$ cat src/rtl/lcd_msg_pkg.sv
// lcd_msg_pkg: shared FSM states, ASCII constants and default message store for lcd_msg_streamer
package lcd_msg_pkg;
  typedef enum logic [2:0] {IDLE, LOAD, WAIT_RDY, STROBE, FINISH} state_t;
  localparam logic [7:0] LCD_CMD_CLEAR = 8'h01;
  localparam logic [7:0] UC_F = 8'h46, UC_P = 8'h50, UC_R = 8'h52, UC_L = 8'h4C;
  localparam logic [7:0] LC_A = 8'h61, LC_I = 8'h69, LC_L = 8'h6C, LC_S = 8'h73;
  localparam logic [7:0] LC_E = 8'h65, LC_D = 8'h64, LC_Y = 8'h79, LC_V = 8'h76;
  localparam int DEF_NUM = 4;
  localparam int DEF_MAX = 5;
  // first character in the most significant byte
  localparam logic [8*DEF_MAX-1:0] DEF_TEXT [DEF_NUM] = '{
    {UC_F, LC_A, LC_I, LC_L, 8'h00},
    {UC_P, LC_A, LC_S, LC_S, 8'h00},
    {UC_R, LC_E, LC_A, LC_D, LC_Y},
    {UC_L, LC_E, LC_V, LC_E, LC_L}
  };
  localparam int DEF_LEN [DEF_NUM] = '{4, 4, 5, 5};
  // stored length, truncated to the configured maximum message length
  function automatic int def_len(input int m, input int max_len);
    if (m < 0 || m >= DEF_NUM) return 0;
    return DEF_LEN[m] < max_len ? DEF_LEN[m] : max_len;
  endfunction
  function automatic logic [7:0] def_byte(input int m, input int i);
    if (m < 0 || m >= DEF_NUM || i < 0 || i >= DEF_LEN[m]) return 8'h00;
    return DEF_TEXT[m][8*(DEF_MAX-1-i) +: 8];
  endfunction
endpackage

$ cat src/rtl/lcd_msg_streamer_rom.sv
// lcd_msg_rom: combinational message store lookup
//   sel  : message index (indices >= NUM_MSG read as empty)
//   idx  : character index within the message
//   data : character byte, 0x00 past the end of the message
//   len  : message length in characters
module lcd_msg_rom
  import lcd_msg_pkg::*;
#(
  parameter int NUM_MSG = 4,
  parameter int MSG_LEN = 16,
  parameter int SW = 2,
  parameter int IW = 4,
  parameter int LW = 5
) (
  input  logic [SW-1:0] sel,
  input  logic [IW-1:0] idx,
  output logic [7:0]    data,
  output logic [LW-1:0] len
);
  assign len = int'(sel) < NUM_MSG ? LW'(def_len(int'(sel), MSG_LEN)) : '0;
  assign data = int'(idx) < int'(len) ? def_byte(int'(sel), int'(idx)) : 8'h00;
endmodule

$ cat src/rtl/lcd_msg_streamer.sv
// lcd_msg_streamer: streams a stored ASCII message to an LCD driver with a strobe/ready handshake
//   clk, reset_not : clock, asynchronous active-low reset
//   start, msg_sel : send request and message index (sampled on acceptance)
//   abort          : cancel the message in progress
//   lcd_ready      : driver can accept the next character
//   lcd_data, lcd_rs, lcd_enable : character byte, data(1)/command(0), strobe
//   busy, done, err: in progress, end-of-message pulse, bad-index pulse
//   LCD_MSG_CLEAR_EN: when defined, a clear-display command precedes every message
module lcd_msg_streamer
  import lcd_msg_pkg::*;
#(
  parameter int NUM_MSG = 4,
  parameter int MSG_LEN = 16,
  parameter int STROBE_CYC = 2,
  localparam int SW = NUM_MSG > 1 ? $clog2(NUM_MSG) : 1,
  localparam int IW = MSG_LEN > 1 ? $clog2(MSG_LEN) : 1,
  localparam int LW = $clog2(MSG_LEN + 1),
  localparam int CW = $clog2(STROBE_CYC + 1)
) (
  input  logic          clk,
  input  logic          reset_not,
  input  logic          start,
  input  logic [SW-1:0] msg_sel,
  input  logic          abort,
  input  logic          lcd_ready,
  output logic [7:0]    lcd_data,
  output logic          lcd_rs,
  output logic          lcd_enable,
  output logic          busy,
  output logic          done,
  output logic          err
);
`ifdef LCD_MSG_CLEAR_EN
  localparam logic CLR = 1'b1;
`else
  localparam logic CLR = 1'b0;
`endif
  state_t st;
  logic [SW-1:0] sel_q;
  logic [IW-1:0] idx;
  logic [CW-1:0] cnt;
  logic pre;
  logic [7:0] rom_data;
  logic [LW-1:0] rom_len;
  logic act, last;
  lcd_msg_rom #(.NUM_MSG(NUM_MSG), .MSG_LEN(MSG_LEN), .SW(SW), .IW(IW), .LW(LW)) u_rom (
    .sel(sel_q), .idx(idx), .data(rom_data), .len(rom_len)
  );
  assign act = st == WAIT_RDY || st == STROBE;
  assign last = LW'(idx) + LW'(1) == rom_len;
  // abort kills the strobe immediately, ahead of the state change
  assign lcd_enable = st == STROBE && !abort;
  assign lcd_rs = !(pre && act);
  assign lcd_data = act ? (pre ? LCD_CMD_CLEAR : rom_data) : 8'h00;
  always_ff @(posedge clk or negedge reset_not) begin
    if (!reset_not) begin
      st <= IDLE;
      sel_q <= '0;
      idx <= '0;
      cnt <= '0;
      pre <= 1'b0;
      busy <= 1'b0;
      done <= 1'b0;
      err <= 1'b0;
    end else begin
      done <= 1'b0;
      err <= 1'b0;
      if (abort && st inside {LOAD, WAIT_RDY, STROBE}) begin
        st <= IDLE;
        busy <= 1'b0;
        pre <= 1'b0;
      end else begin
        case (st)
          IDLE: if (start) begin
            sel_q <= msg_sel;
            busy <= 1'b1;
            st <= LOAD;
          end
          LOAD: if (int'(sel_q) >= NUM_MSG) begin
            err <= 1'b1;
            busy <= 1'b0;
            st <= IDLE;
          end else begin
            idx <= '0;
            pre <= CLR;
            // an empty message still sends the clear command when enabled
            if (rom_len == '0 && !CLR) begin
              done <= 1'b1;
              st <= FINISH;
            end else st <= WAIT_RDY;
          end
          WAIT_RDY: if (lcd_ready) begin
            cnt <= '0;
            st <= STROBE;
          end
          STROBE: if (cnt == CW'(STROBE_CYC - 1)) begin
            pre <= 1'b0;
            // the clear command does not consume a character index
            if (pre ? rom_len == '0 : last) begin
              done <= 1'b1;
              st <= FINISH;
            end else begin
              if (!pre) idx <= idx + IW'(1);
              st <= WAIT_RDY;
            end
          end else cnt <= cnt + CW'(1);
          FINISH: begin
            busy <= 1'b0;
            st <= IDLE;
          end
          default: st <= IDLE;
        endcase
      end
    end
  end
endmodule
$ cat config.mk
export PLATFORM = sky130hd
export DESIGN_NAME = lcd_msg_streamer
export DESIGN_NICKNAME = d
export VERILOG_FILES = /design/src/rtl/lcd_msg_pkg.sv /design/src/rtl/lcd_msg_streamer_rom.sv /design/src/rtl/lcd_msg_streamer.sv
export SDC_FILE = /design/constraint.sdc
export NUM_CORES = 1
export LEC_CHECK = 0
export CAP_MARGIN = 25
export CORE_MARGIN = 2
export CORE_UTILIZATION = 40
export CTS_CLUSTER_SIZE = 30
export DETAILED_ROUTE_END_ITERATION = 6
export HOLD_SLACK_MARGIN = 0.02
export REMOVE_ABC_BUFFERS = 1
export SETUP_SLACK_MARGIN = 0.4
export SKIP_LAST_GASP = 1
export SLEW_MARGIN = 10
export SYNTH_ARGS = -nofsm -noshare
export SYNTH_HDL_FRONTEND = slang
export SYNTH_SLANG_ARGS = --single-unit
$ cat constraint.sdc
create_clock -name clk -period 3.45 [get_ports clk]
set_input_delay 0.69 -clock clk [delete_from_list [all_inputs] [get_ports clk]]
set_output_delay 0.69 -clock clk [all_outputs]
set_load 0.01 [all_outputs]
### Word-level counts from Yosys, hierarchy flattened

Index checks and enable logic that the tools add are counted.

| word-level totals | value |
|---|---|
| register bits after elaboration | 14 |
| input bits | 7 |
| output and inout port bits | 13 |
| word-level logic and storage cells | 90 |

| operators by class | value |
|---|---|
| $add $sub $neg | 4 |
| order comparisons | 4 |
| equality and inequality tests | 14 |
| shift-type cells | 1 |
| multiplexer cells | 39 |
| bitwise gates (word level) | 2 |
| reduce and logical (&&, ||, !) cells | 19 |

Operator list:

| kind | count |
|---|---|
| $bmux 40 s2 | 1 |
| $mux 40 | 2 |
| $bmux 32 s2 | 1 |
| $mux 32 | 2 |
| $mux 8 | 5 |
| $shiftx 40x32->8 | 1 |
| $ge 32x3->1 const B | 1 |
| $ge 5x32->1 | 1 |
| $lt 32x6->1 const B | 1 |
| $not 2->32 | 1 |
| $mux 3 | 6 |
| $mux 4 | 3 |
| $pmux 3 s4 | 1 |
| $mux 1 | 10 |
| $reduce_bool 3->1 | 3 |
| $ne 2x2->1 const B | 4 |
| $pmux 4 s2 | 1 |
| $eq 3x2->1 const B | 2 |
| $pmux 1 s2 | 3 |
| $reduce_and 3->1 | 2 |
| $add 4x1->5 const B | 1 |
| $eq 5x5->1 | 1 |
| $logic_not 5->1 | 1 |
| $lt 4x5->1 | 1 |
| other kinds (22) | 28 |

### Longest topological paths before layout

Gate-level depths: netlist (run 1).

| depth | value |
|---|---|
| depth after elaboration | 12 |
| mapped depth | 9 |
| depth with buffers taken out | 6 |

### By module

Synthesis (run 1) repeated with hierarchy kept, for this count alone.

| unflattened totals | value |
|---|---|
| cell total of the unflattened synthesis | 159 |
| area total of the unflattened synthesis | 1328.8 µm² |

By module, submodules not included:

| module | instances | cells an instance | area an instance (µm²) |
|---|---|---|---|
| lcd_msg_streamer | 1 | 105 | 918.4 |
| lcd_msg_rom | 1 | 54 | 410.4 |

### Worst setup path before layout (run 1)

Ideal clock, no wire load.

| path | value |
|---|---|
| kind | register to output |
| start point | register idx[0] |
| end point | output lcd_data[0] |
| arrival time | 1.959 ns |
| setup slack | 0.801 ns |
| cell stages (with the launch flop) | 9 |
| buffers on the path | 3 |
| path through | dfrtp_1 -> buf_6 -> inv_1 -> ha_1 -> buf_2 -> buf_2 -> nand2_1 -> o21ai_0 -> a2111oi_0 |

| between the ends | value |
|---|---|
| cells in the longest elaborated chain, start to end | 6 |

RTL lines:

| what | line | RTL |
|---|---|---|
| start: declaration | lcd_msg_streamer.sv:40 | `logic [IW-1:0] idx;` |
| start signal: assignment | lcd_msg_streamer.sv:103 | `if (!pre) idx <= idx + IW'(1);` |
| $sub 3x4->5 / $ge 5x32->1 (equally long branches) | lcd_msg_pkg.sv:25, lcd_msg_pkg.sv:24 |  |
| $shiftx 40x32->8 / $mux 1 (equally long branches) | lcd_msg_pkg.sv:25, lcd_msg_pkg.sv:24 |  |
| $mux 8 | lcd_msg_pkg.sv:25 | `return DEF_TEXT[m][8*(DEF_MAX-1-i) +: 8];` |
| $mux 8 (*) | lcd_msg_streamer_rom.sv:21 | `assign data = int'(idx) < int'(len) ? def_byte(int'(sel), int'(idx)) : 8'h00;` |
| $mux 8 (*) (2 in series) | lcd_msg_streamer.sv:54 | `assign lcd_data = act ? (pre ? LCD_CMD_CLEAR : rom_data) : 8'h00;` |
| end: declaration | lcd_msg_streamer.sv:26 | `output logic [7:0] lcd_data,` |

Mark *: on every way between the ends. The rest lies on a longest branch, timed or not.

### Final worst setup path (run 1)

| path | value |
|---|---|
| start point | register idx[0] |
| end point | output lcd_data[2] |

Same word-level chain as after synthesis.

==> results by group, run 1 <==
Timing
  • Final-report hold violation count: 0
  • Unrepaired setup endpoints after global routing: yes
  • Least-Margin Pin Slew: 0.571 ns
  • Final slew viol count: 0
  • Highest clock rate: 0.335 GHz
  • Final hold slack: 0.497 ns
  • Skew final: 0.00602 ns
  • Relative slew margins: 61.4%
  • Final WS setup: 0.468 ns
  • Period utilisation layout: 86.4%
  • Minimum clock period after layout: 2.98 ns
  • Final setup vio count: 0
  • Final setup TNS: 0 ns

Synth
  • Top cells by area, synth: dfrtp_1, ha_1, nor2_1
  • Synthesized flop and latch total: 13
  • Synth Flop Type: dfrtp_1
  • Synth Area in Simple Gates: 25.1%
  • Synthesized cell area: 1160 µm²
  • Synth Area in Compound Gates: 23.4%
  • Largest family of logic cells by synthesized area: simple AND/OR/NAND/NOR gates
  • Yosys top cell by area: dfrtp_1
  • Yosys top cell area share: 28.0%
  • Syn Inst Count: 141
  • Synth Area in XOR/XNOR: 0.753%
  • Ys async rst share: 100%
  • Seq/Total Area, Yosys: 28.0%
  • Mux cell area share after synthesis: 1.72%
  • Post-synth EDFFs: 0
  • Synth warnings: 0
  • Unique masters post-synth: 43
  • Avg Inst Size Synth: 8.24 µm²
  • Synth Area in Adders: 10.8%

Worst setup path
  • Startpoint Class: flop
  • Kind of critical path: reg2out
  • Worst Path Buf+Inv: 3
  • Worst EP arrival: 2.29 ns
  • Critical path cell sequence: inv_2 -> ha_4 -> buf_4 -> nand2b_1 -> a31oi_1 -> o21ai_0 -> and3b_1 -> clkdlybuf4s50_1
  • Critical-path top delay cell: clkdlybuf4s50_1
  • CP peak stage delay: 0.47 ns
  • CP endpoint kind: output port
  • Top delay family on crit path: buffers and inverters
  • Crit path required time: 2.76 ns
  • Flop2flop setup slack: 1.38 ns
  • Crit-path max FO: 10

Clocking
  • Hold bufs inserted after CTS: 0
  • Clk_lat worst skew: 0.28 ns
  • Clk buf depth: 2
  • Sink Count: 13
  • Clock Tree Root: clkbuf_4
  • Max H-tree Level: 1
  • TritonCTS buffer count: 3
  • TritonCTS clock tree: done
  • Clk pin slew, worst setup/hold paths: 0.09 ns

Global route
  • Total GRT Usage: 17.2%
  • Gr ovfl total: 0
  • Vias in the first global route: 1020
  • Initial antenna violation count: 0
  • First-pass GRT wire length: 4.49 mm
  • Largest net degree at the start of global routing: 20

Die
  • Die area: 3350 µm²
  • I/O pins: 20
  • Die extent in y: 57.9 µm
  • Die width: 57.9 µm
  • Rows: 19
  • Core ar.: 2760 µm²
  • Starting density of the core: 42.2%

Cells and area
  • Final core occ: 50.3%
  • Antenna diodes: 0
  • Layout area overhead: 19.3%
  • Layout cells sized above 1: 12.4%
  • Nets: 171

Power and ir drop
  • Leak: 0.000631 µW
  • Maximum VDD drop: 0.000379 V
  • Pwr dens: 698 nW/µm²

Placement
  • # port buffers: 16
  • Placer Congestion: 0.863
  • HPWL after detailed placement: 1.91 mm
  • DP Worst Slack: 0.406 ns

Routing
  • DR iter-0 viols: 48
  • Routed Antenna Nets: 0
  • Vias/cell: 5.83
  • Vias: 1073
  • Drt pass-1 iters: 4
  • Post-route DRC: 0
  • Routed len/inst: 14.0 µm
  • Total routed wirelength: 2.58 mm

Worst hold path
  • Tightest Hold Check Type: reg2reg

Run
  • Max Cap Violations: 0

Status
  • Status: complete, no violations
cells in the final DEF (no fill, tap or decap), types with 2 or more instances in the layout:
master	synthesis	final
nor2_1	15	15
clkdlybuf4s50_1	0	12
dfrtp_1	13	10
inv_1	10	9
ha_1	10	9
o21ai_0	10	8
nand2_1	8	8
nand2b_1	5	5
o31ai_1	4	4
a21oi_1	4	4
nand3_1	3	3
and3_1	3	3
nand3b_1	3	3
a22oi_1	3	3
nor3_1	3	3
or4_1	3	3
conb_1	2	3
clkbuf_4	0	3
dfrtp_2	0	3
dlymetal6s2s_1	0	3
buf_4	3	3
o21ai_2	1	2
mux2i_1	2	2
o21ai_1	1	2
a31oi_1	2	2
and3b_1	2	2
o211ai_1	2	2
a211oi_1	2	2
repair_timing:
item                       in CTS  in global routing
resized for setup               9                  8
setup endpoints to repair       6                  7
pin swaps                       0                  0
setup buffers                   1                  0
report_power, final:
group          switching (µW)  total, µW  internal (µW)
Sequential               43.2        233            190
Combinational             353        638            285
Clock                    51.8       96.7           44.8
cells by family (layout without fill, tap and decap cells):
kind of cell	after synthesis	in the layout
multiplexers	2	2
XOR/XNOR	1	1
buffers and inverters	22	33
AND/OR/NAND/NOR	52	52
other	2	3
adder cells (fa/ha/maj)	10	10
flip-flops	13	13
AO/OA/AOI/OAI	39	39
cells in the mapped netlist, types with 4 or more instances:
master,number
o21ai_0,10
o31ai_1,4
clkbuf_1,4
dfrtp_1,13
inv_1,10
nand2_1,8
nand2b_1,5
ha_1,10
a21oi_1,4
nor2_1,15
metrics by stage:
stage / instances / total power, µW / area (µm²)
6_report: 184 / 968 / 1390
5_1_grt: 184 / 1070 / 1390
4_1_cts: 184 / 956 / 1360
3_5_place_dp: 179 / 810 / 1310
3_3_place_gp: 179 / 809 / 1310
2_1_floorplan: 130 / 628 / 1090
registers in the layout (all words and copies together), names as in the netlist:
name	cells
idx	4
st	3
sel_q	2
busy	1
cnt	2
done	1
path summary, 6_finish.rpt:
kind	from	endpoint	cells past startpoint
min in group asynchronous	reset_not	idx[3]	1
max reg2reg	idx[0]	idx[3]	6
max	idx[0]	lcd_data[2]	8
max in group asynchronous	reset_not	sel_q[1]	1
min	cnt[0]	cnt[0]	1
min reg2reg	cnt[0]	cnt[0]	1
metal layers:
| metal | vias to the layer above | share of wire (%) | track usage [%] |
|---|---|---|---|
| met3 | 2 | 6.1 | 4.02 |
| met1 | 502 | 46 | 23.3 |
| met5 | - | 0 | 0 |
| met4 | 0 | 0.81 | 4.98 |
| li1 | 531 | - | - |
| met2 | 38 | 47 | 27.4 |
area by class of cell:
class | count | area (µm²)
repair buffers | 19 | 189
clock buffers | 4 | 26.3
inverters | 10 | 37.5
multi-input cells | 107 | 766
well taps | 31 | 38.8
fillers | 262 | 1370
flip-flops and latches | 13 | 329
(Power assumes the default switching activity.)
==> inputs of run 2 (changes only) <==
--- a/config.mk
+++ b/config.mk
@@ -6,7 +6,6 @@
 export NUM_CORES = 1
 export LEC_CHECK = 0
 export CAP_MARGIN = 25
-export CORE_MARGIN = 2
 export CORE_UTILIZATION = 40
 export CTS_CLUSTER_SIZE = 30
 export DETAILED_ROUTE_END_ITERATION = 6
==> run 2 against run 1 <==
Fmax fell by 0.37%. Core utilization fell by 0.77 points. Sequential power rose by 2%. Wire length barely moved. Global-route usage rose by 0.55 points. Final area fell by 1.5%. Clock power rose by 0.9%. Final cell count fell by 1.1%. Non-clock buffer count fell by 2. Clock skew fell by 0.0051 ns. Register-to-register slack got worse by 0.02 ns. Worst hold slack improved by 0.0029 ns. Critical path type unchanged. Critical endpoint unchanged.
==> results by group, run 2 (synthesis gave the netlist of run 1 again) <==
Power and ir drop
  • Leak: 0.000570 µW (-9.7%)
  • NetSw: 445 µW (-0.73%)
  • Seq pwr share: 25.1% (+1.0 points)
  • Pwr dens: 696 nW/µm² (-0.32%)
  • Combinational Power Share: 64.7% (-1.2 points)
  • Cell-internal power: 506 µW (-2.8%)
  • Sw Ratio: 46.8% (+0.53 points)
  • Maximum VDD drop: 0.000582 V (+54%)
  • Clock share of power: 10.3% (+0.3 points)

Timing
  • Skew final: 0.000954 ns (-0.00506 ns)
  • Minimum clock period after layout: 2.99 ns (+0.0111 ns)
  • Final slew viol count: 0 (unchanged)
  • Relative slew margins: 57.1% (-4.2 points)
  • Final-report hold violation count: 0 (unchanged)
  • Least-Margin Pin Slew: 0.634 ns (+0.0625 ns)
  • Highest clock rate: 0.334 GHz (-0.37%)
  • Final setup vio count: 0 (unchanged)
  • Period utilisation layout: 86.8% (+0.32 points)
  • Final hold slack: 0.499 ns (+0.00287 ns)
  • Unrepaired setup endpoints after global routing: yes
  • Final setup TNS: 0 ns (unchanged)

Cells and area
  • Nets: 169 (-1.2%)
  • Sequential Area: 329 µm² (unchanged)
  • Multi-input gate area: 766 µm² (unchanged)
  • Antenna diodes: 0 (unchanged)
  • FILL cells: 281 (+7.3%)
  • Layout cells sized above 1: 13.2% (+0.83 points)
  • Layout area overhead: 17.4%
  • Most frequent cells in the layout: nor2_1, clkdlybuf4s50_1, dfrtp_1
  • Top reg by flops: idx
  • Top flop regs: idx: 4 flops, st: 3 flops
  • Max reg flops: 4 (unchanged)

Worst setup path
  • Crit path required time: 2.76 ns (about the same)
  • Kind of critical path: reg2out
  • CP endpoint kind: output port
  • Startpoint Class: flop
  • Crit-path max FO: 8 (-2)
  • Worst EP arrival: 2.30 ns (about the same)

Routing
  • Vias: 1061 (-1.1%)
  • Routed Antenna Nets: 0 (unchanged)
  • DR iter-0 viols: 31 (-35%)
  • Drt pass-1 iters: 4 (unchanged)
  • Routed len/inst: 14.2 µm (+1.2%)
  • Post-route DRC: 0 (unchanged)
  • Vias/cell: 5.83 (about the same)
  • Total routed wirelength: 2.58 mm (about the same)

Global route
  • Largest net degree at the start of global routing: 20 (unchanged)
  • First-pass GRT wire length: 4.42 mm (-1.5%)
  • Initial antenna violation count: 0 (unchanged)
  • Total GRT Usage: 17.7% (+0.55 points)
  • Gr ovfl total: 0 (unchanged)
  • Vias in the first global route: 949 (-7.0%)

Die
  • Rows: 19 (unchanged)
  • Die area: 3130 µm² (-6.8%)
  • Die width: 55.9 µm (-3.5%)
  • Die extent in y: 55.9 µm (-3.5%)
  • I/O pins: 20 (unchanged)
  • Starting density of the core: 42.2% (unchanged)
  • Core ar.: 2760 µm² (unchanged)

Placement
  • HPWL after detailed placement: 1.84 mm (-3.7%)
  • Placer Congestion: 0.872 (+1.1%)
  • # port buffers: 16 (unchanged)

Clocking
  • Max H-tree Level: 1 (unchanged)
  • Clk buf depth: 2 (unchanged)
  • TritonCTS buffer count: 3 (unchanged)
  • Sink Count: 13 (unchanged)
  • TritonCTS clock tree: done
  • Clk pin slew, worst setup/hold paths: 0.08 ns (about the same)
  • Clock Tree Root: clkbuf_4
  • Hold bufs inserted after CTS: 0 (unchanged)
  • Clk_lat worst skew: 0.28 ns (about the same)

Run
  • Max Cap Violations: 0 (unchanged)

Worst hold path
  • Tightest Hold Check Type: reg2reg

Status
  • Status: complete, no violations
==> run 2: changes by cell type in the layout (fill, tap and decap cells not counted), sizes merged <==
cell | before | now
clkbuf | 4 | 3
clkdlybuf4s50 | 12 | 15
buf | 3 | 1
clkinv | 0 | 1
dlymetal6s2s | 3 | 0
==> run 2: metrics by stage <==
step                      std cells  utilization, %  power, µW  cell area [µm²]  worst slack [ns]
after detailed placement        178            47.1        793             1300             0.348
after floorplan                 130               -        628             1090             0.614
final                           182            49.5        950             1370             0.456
after CTS                       182            49.0        937             1350             0.411
after global routing            182            49.5       1040             1370             0.336
after global placement          178            47.1        787             1300             0.437
==> run 2: final cells by class <==
type	count	area share (%)
flip-flops and latches	13	24.1
well taps	31	2.84
inverters	10	2.75
repair buffers	17	12.2
multi-input cells	107	56.1
clock inverters	1	0.367
clock buffers	3	1.65
==> run 2: repair_timing <==
item / 4_1_cts / 5_1_grt
resized for setup: 8 / 6
buffers inserted: 0 / 0
endpoints found under the setup margin: 5 / 8
==> run 2: path summary, 6_finish.rpt <==
check / startpoint / endpoint / slack [ns] / depth (start not counted)
setup / recovery: sel_q[1] / lcd_data[2] / 0.46 / 5
setup reg to reg: idx[0] / idx[1] / 1.36 / 6
hold / removal: cnt[0] / cnt[0] / 0.50 / 1
hold reg to reg: cnt[0] / cnt[0] / 0.50 / 1
min in group asynchronous: reset_not / cnt[1] / 0.79 / 1
max in group asynchronous: reset_not / sel_q[0] / 2.23 / 1
==> run 2: power by group through the flow <==
stage	Sequential, µW	Clock [µW]	Combinational, µW
after floorplan	243	0	385
after global placement	233	0	554
after detailed placement	237	0	556
after CTS	235	101	602
after global routing	246	110	684
final	238	97.6	614
==> run 2: routing by layer <==
layer,vias up,part of all wire [%],GRT usage [%]
met3,2,5.0,4.42
met1,492,50,25.6
met2,39,44,26.7
li1,528,-,-
met5,-,0,0
met4,0,0.81,4.53
==> run 2: critical path, cell delays in order, from the launching register on <==
cell and delay, ns:
dfrtp_2 0.47, ha_1 0.36, nor4b_2 0.28, o21ai_2 0.16, and3b_1 0.23, clkdlybuf4s50_1 0.53
